--- src/rtl/rf_wb_arbiter.sv ---
// rf_wb_arbiter: owns the register-file write port, granting core writeback first and draining late aux results from a small FIFO.
// Build option RF_WB_BYPASS_EN: an aux result meeting an empty FIFO and an idle core is written in the same cycle.
//
// state   | meaning
// S_NORM  | core has priority; live aux head drains into idle write-port cycles
// S_FORCE | aux head starved; core is stalled and the head is forced out
module rf_wb_arbiter #(
    parameter int ADDR       = 5,
    parameter int SIZE       = 32,
    parameter int DEPTH      = 4,
    parameter int STARVE_MAX = 8,
    localparam int PW = $clog2(DEPTH),
    localparam int CW = PW + 1,
    localparam int SW = $clog2(STARVE_MAX + 1)
) (
    input  logic            Clk,
    input  logic            Clr,
    input  logic            Core_Wr_En,
    input  logic [ADDR-1:0] Core_W_Addr,
    input  logic [SIZE-1:0] Core_W_Data,
    input  logic            Aux_Valid,
    input  logic [ADDR-1:0] Aux_W_Addr,
    input  logic [SIZE-1:0] Aux_W_Data,
    output logic            Aux_Ready,
    input  logic [ADDR-1:0] R_Addr_A,
    input  logic [ADDR-1:0] R_Addr_B,
    output logic            Hazard_A,
    output logic            Hazard_B,
    output logic            Stall_Req,
    output logic [CW-1:0]   Pend_Cnt,
    output logic            Write_Reg,
    output logic [ADDR-1:0] W_Addr,
    output logic [SIZE-1:0] W_Data
);

    typedef enum logic [0:0] {S_NORM, S_FORCE} state_t;

    state_t          state;
    logic [ADDR-1:0] fifo_addr [DEPTH];
    logic [SIZE-1:0] fifo_data [DEPTH];
    logic [DEPTH-1:0] fifo_live;
    logic [PW-1:0]   wr_ptr;
    logic [PW-1:0]   rd_ptr;
    logic [CW-1:0]   cnt;
    logic [SW-1:0]   starve_cnt;
    logic [SW-1:0]   starve_nxt;

    logic empty;
    logic full;
    logic head_live;
    logic bypass;
    logic push;
    logic pop;
    logic core_grant;
    logic push_killed;
    logic hit_a;
    logic hit_b;

    assign empty     = (cnt == '0);
    assign full      = (cnt == CW'(DEPTH));
    assign head_live = !empty && fifo_live[rd_ptr];

`ifdef RF_WB_BYPASS_EN
    assign bypass = !Clr && (state == S_NORM) && empty && !Core_Wr_En && Aux_Valid;
`else
    assign bypass = 1'b0;
`endif

    assign Aux_Ready   = !full && !Clr;
    assign push        = Aux_Valid && Aux_Ready && !bypass;
    assign push_killed = core_grant && (Aux_W_Addr == Core_W_Addr);
    assign Stall_Req   = !Clr && (state == S_FORCE);
    assign Pend_Cnt    = cnt;

    always_comb begin
        Write_Reg  = 1'b0;
        W_Addr     = '0;
        W_Data     = '0;
        pop        = 1'b0;
        core_grant = 1'b0;
        if (!Clr) begin
            if (state == S_FORCE) begin
                // Core write is ignored here; the core re-presents it, so no kill.
                pop = !empty;
                if (head_live) begin
                    Write_Reg = 1'b1;
                    W_Addr    = fifo_addr[rd_ptr];
                    W_Data    = fifo_data[rd_ptr];
                end
            end else if (Core_Wr_En) begin
                core_grant = 1'b1;
                Write_Reg  = 1'b1;
                W_Addr     = Core_W_Addr;
                W_Data     = Core_W_Data;
                pop        = !empty && !fifo_live[rd_ptr];
            end else if (!empty) begin
                pop = 1'b1;
                if (head_live) begin
                    Write_Reg = 1'b1;
                    W_Addr    = fifo_addr[rd_ptr];
                    W_Data    = fifo_data[rd_ptr];
                end
            end else if (bypass) begin
                Write_Reg = 1'b1;
                W_Addr    = Aux_W_Addr;
                W_Data    = Aux_W_Data;
            end
        end
    end

    always_comb begin
        hit_a = 1'b0;
        hit_b = 1'b0;
        for (int i = 0; i < DEPTH; i++) begin
            if (fifo_live[i] && (fifo_addr[i] == R_Addr_A)) hit_a = 1'b1;
            if (fifo_live[i] && (fifo_addr[i] == R_Addr_B)) hit_b = 1'b1;
        end
    end

    assign Hazard_A = hit_a && !Clr;
    assign Hazard_B = hit_b && !Clr;

    always_comb begin
        starve_nxt = starve_cnt;
        if ((state == S_FORCE) || pop || empty)
            starve_nxt = '0;
        else if (head_live && Core_Wr_En)
            starve_nxt = starve_cnt + SW'(1);
    end

    always_ff @(posedge Clk) begin
        if (Clr) begin
            wr_ptr     <= '0;
            rd_ptr     <= '0;
            cnt        <= '0;
            fifo_live  <= '0;
            starve_cnt <= '0;
            state      <= S_NORM;
        end else begin
            if (push) begin
                fifo_addr[wr_ptr] <= Aux_W_Addr;
                fifo_data[wr_ptr] <= Aux_W_Data;
                wr_ptr            <= wr_ptr + PW'(1);
            end
            if (pop) rd_ptr <= rd_ptr + PW'(1);
            cnt <= cnt + CW'(push) - CW'(pop);
            // Live bits are only kept for occupied slots, so hazards need no occupancy mask.
            for (int i = 0; i < DEPTH; i++) begin
                if (push && (wr_ptr == PW'(i)))
                    fifo_live[i] <= !push_killed;
                else if (pop && (rd_ptr == PW'(i)))
                    fifo_live[i] <= 1'b0;
                else if (core_grant && (fifo_addr[i] == Core_W_Addr))
                    fifo_live[i] <= 1'b0;
            end
            starve_cnt <= starve_nxt;
            case (state)
                S_NORM:  if (starve_nxt == SW'(STARVE_MAX)) state <= S_FORCE;
                S_FORCE: state <= S_NORM;
                default: state <= S_NORM;
            endcase
        end
    end

endmodule

--- config.mk ---
export PLATFORM = sky130hd
export DESIGN_NAME = rf_wb_arbiter
export DESIGN_NICKNAME = d
export VERILOG_FILES = /design/src/rtl/rf_wb_arbiter.sv
export SDC_FILE = /design/constraint.sdc
export NUM_CORES = 1
export LEC_CHECK = 0
export CORE_MARGIN = 5
export CORE_UTILIZATION = 57
export DETAILED_ROUTE_END_ITERATION = 8
export GPL_ROUTABILITY_DRIVEN = 0
export PLACE_DENSITY_LB_ADDON = 0.05
export SETUP_SLACK_MARGIN = 0.02
export SYNTH_ARGS = -nofsm -noshare
export SYNTH_HDL_FRONTEND = slang
export SYNTH_SLANG_ARGS = --single-unit
--- constraint.sdc ---
create_clock -name Clk -period 4.15 [get_ports Clk]
set_input_delay 1.0375 -clock Clk [delete_from_list [all_inputs] [get_ports Clk]]
set_output_delay 1.0375 -clock Clk [all_outputs]
set_load 0.1 [all_outputs]
==> out/qor.csv <==
stage;metric;value;unit
floorplanning;Die Area;0.0157;sq mm
clock_tree;Num CTS Buffers;17;
clock_tree;Skew-Pair Late Insertion Delay;0.42;ns
synth;EDFF count, synth;148;
floorplanning;Ports;133;
synth;top_reg_cell synth;edfxtp_1;
route;WL per Instance;19.7;um
power;Comb pwr share;30.9;%
synth;most frequent cells after synthesis;edfxtp_1 (148), xor2_1 (49), inv_1 (47), nand2_1 (45);
worst_hold_path;Hold Path Class;reg2reg;
synth;Synth Cell Area;0.00758;sq mm
power;Sw Ratio;32.3;%
synth;Yosys reg bits;166;
timing;worst-margin pin slew;0.968;ns
route;Routed WL;16700;um
power;sequential share of power;39.1;%
worst_setup_path;max incr delay on CP;0.63;ns
synth;Yosys warning count;0;
worst_setup_path;arrival time worst endpoint;2.77;ns
clock_tree;CTS tree;yes;
timing;Setup-failing EPs final;0;
floorplanning;# rows;42;
clock_tree;root buffer cell;clkbuf_16;
final_layout;antenna cells;0;
place;cell area after placement;0.00963;sq mm
power;Final Power;5.24;mW
timing;minimum clock period;3.81;ns
flow_run;MaxCap Viol Count;0;
worst_setup_path;crit-path max FO;22;
clock_tree;clk slew on worst S/H paths;0.06;ns
power;Pleak;3.59;nW
global_route;global-route wire length before repair;27100;um
synth;Mapped Cells;517;
timing;count of final max-slew check failures;0;
power;Max rail drop VDD;494;uV
final_layout;Non-Filler Instances;848;
clock_tree;Post-CTS Resized;0;
clock_tree;Post-CTS Setup Bufs;0;
place;DPL Wire Length;11600;um
synth;synth top area cells;edfxtp_1 (59%), mux4_2 (11%), xor2_1 (5.7%);
final_layout;design area;0.0102;sq mm
timing;Final Cycle Share;91.8;%
worst_setup_path;Crit path required time;3.11;ns
power;net switching power;1.69;mW
route;via count;4698;
route;DR vias/cell;5.54;
synth;Yosys top cell by area;edfxtp_1;
global_route;grt ovf;0;
clock_tree;hold buffers post-CTS;0;
final_layout;final-stage net count;759;
place;DP Cell Count;816;
worst_setup_path;Setup CP Type;in2out;
synth;count leader, synth;edfxtp_1;
timing;maximum clock frequency;0.262;GHz
clock_tree;htree depth;4;
synth;async set-reset flop share out of synthesis;0;%
route;Final ANT Viol Nets;0;
synth;Syn Area/Cell;14.7;sq um
power;Pwr Density;513;mW/mm^2
route;drt first pass iters;4;
final_layout;FILL cells;783;
global_route;vias in the first global route;5050;
floorplanning;Die Ht;125;um
route;DR iter-0 viols;369;
clock_tree;Clock Path Buffers;2;
global_route;antenna violations before repair;0;
place;Port Buf Inserts;132;
power;clock share of power;30.0;%
synth;syn nets;617;
timing;TNS Setup;0;ns
worst_setup_path;crit-path cells;clkdlybuf4s50_1, nor3b_2, buf_4, nand2_1, o21ai_1, buf_12;
synth;post-synthesis sequential area ratio;63.4;%
floorplanning;Initial Util;57.7;%
synth;Synth cell types;36;
worst_setup_path;Critical Path Slowest Stage Cell;clkdlybuf4s50_1;
final_layout;Area Growth Syn to Fin;34.8;%
power;Pint;3.55;mW
global_route;GRT Overall Usage;22.4;%
floorplanning;core area;0.0131;sq mm
global_route;largest net degree at the start of global routing;24;
final_layout;Core Util, Final;77.8;%
clock_tree;CTS Sinks;166;
worst_setup_path;CP startpoint kind;input port;
route;drt drc;0;
timing;Clock Skews;0.00595;ns
timing;unrepaired setup endpoints after global routing;false;
floorplanning;Die Span X;125;um
worst_setup_path;CP endpoint kind;output pin;
final_layout;share of layout cells above drive strength 1;21.0;%
timing;Rel. slew slack;35.3;%
timing;Hold Vio Cnt, Final;0;
synth;Yosys top cell area share;58.6;%
status;status;finished clean;
==> final cells by class <==
class	instances	area [sq um]	area share (%)
flip-flops and latches	166	4810	47.0
multi-input cells	281	2530	24.8
repair buffers	146	1900	18.6
clock buffers	17	425	4.16
well taps	176	220	2.15
inverters	47	176	1.73
clock inverters	15	168	1.64
==> metal layers <==
layer | up-vias | share of wire [%] | global-route usage, % | routed length, um
li1 | 2192 | - | - | -
met1 | 2349 | 41 | 29.2 | 6910
met2 | 138 | 52 | 37.2 | 8680
met3 | 19 | 5.4 | 5.84 | 895
met4 | 0 | 1.4 | 7.14 | 234
met5 | - | 0 | 0 | 0
==> through the flow <==
step	setup slack [ns]	hold slack, ns
floorplan	-0.260	0.425
global placement	0.367	0.443
detailed placement	0.341	0.449
CTS	0.319	0.464
global route	0.222	0.489
finish	0.340	0.462
==> path summary, 6_finish.rpt <==
| check | from | to | slack (ns) | cells after the start |
|---|---|---|---|---|
| hold reg to reg | starve_cnt[0] | starve_cnt[0] | 0.46 | 1 |
| setup reg to reg | rd_ptr[0] | Pend_Cnt[2] | 1.04 | 10 |
| hold / removal | starve_cnt[0] | starve_cnt[0] | 0.46 | 1 |
| setup / recovery | Core_Wr_En | W_Data[10] | 0.34 | 6 |
==> worst max-delay path, delay by kind of cell <==
kind	cells	cell delay (ns)
buffers and inverters	3	1.16
and+or+nand+nor	2	0.38
AOI/OAI and AO/OA	1	0.16
==> cell families after synthesis <==
| logic type | Yosys count | share of synthesized area (%) |
|---|---|---|
| flip-flops | 166 | 63.4 |
| AND/OR/NAND/NOR | 107 | 6.98 |
| XOR/XNOR | 70 | 8.08 |
| buffers and inverters | 70 | 3.63 |
| AO/OA/AOI/OAI | 50 | 4.06 |
| multiplexers | 42 | 11.8 |
| adder cells (fa/ha/maj) | 12 | 2.08 |
==> state kept, by name, indices dropped and copies added, names as in the netlist, named ones only <==
name / cells
state: 1
Pend_Cnt: 3
fifo_addr: 20
wr_ptr: 2
fifo_data: 128
starve_cnt: 4
rd_ptr: 2
fifo_live: 4
==> power groups by stage <==
| stage | Combinational, mW | Sequential, mW | Clock, mW |
|---|---|---|---|
| finish | 1.62 | 2.05 | 1.57 |
| global placement | 1.61 | 2.08 | 0 |
| CTS | 1.64 | 2.05 | 1.59 |
| global route | 1.74 | 2.07 | 1.68 |
| detailed placement | 1.64 | 2.09 | 0 |
| floorplan | 1.08 | 2.10 | 0 |
==> cells in the final DEF, fill, tap and decap left out, types with 3 or more instances in the layout <==
master / netlist / final
nand2b_1: 3 / 3
nand3_1: 12 / 11
inv_6: 0 / 6
clkinvlp_4: 0 / 3
nand2_1: 45 / 45
edfxtp_1: 148 / 148
mux2i_1: 4 / 4
clkdlybuf4s50_1: 0 / 90
nand4_1: 3 / 3
clkbuf_16: 0 / 17
mux4_2: 38 / 38
nor4_1: 10 / 10
inv_1: 47 / 45
nor2b_1: 5 / 5
nor3_1: 3 / 3
buf_4: 0 / 10
o22ai_1: 3 / 3
xnor2_1: 21 / 21
nor2_1: 11 / 11
ha_1: 11 / 11
dfxtp_1: 18 / 16
xor2_1: 49 / 49
buf_12: 0 / 46
o21ai_1: 0 / 37
Power figures use the tool's default switching activity.
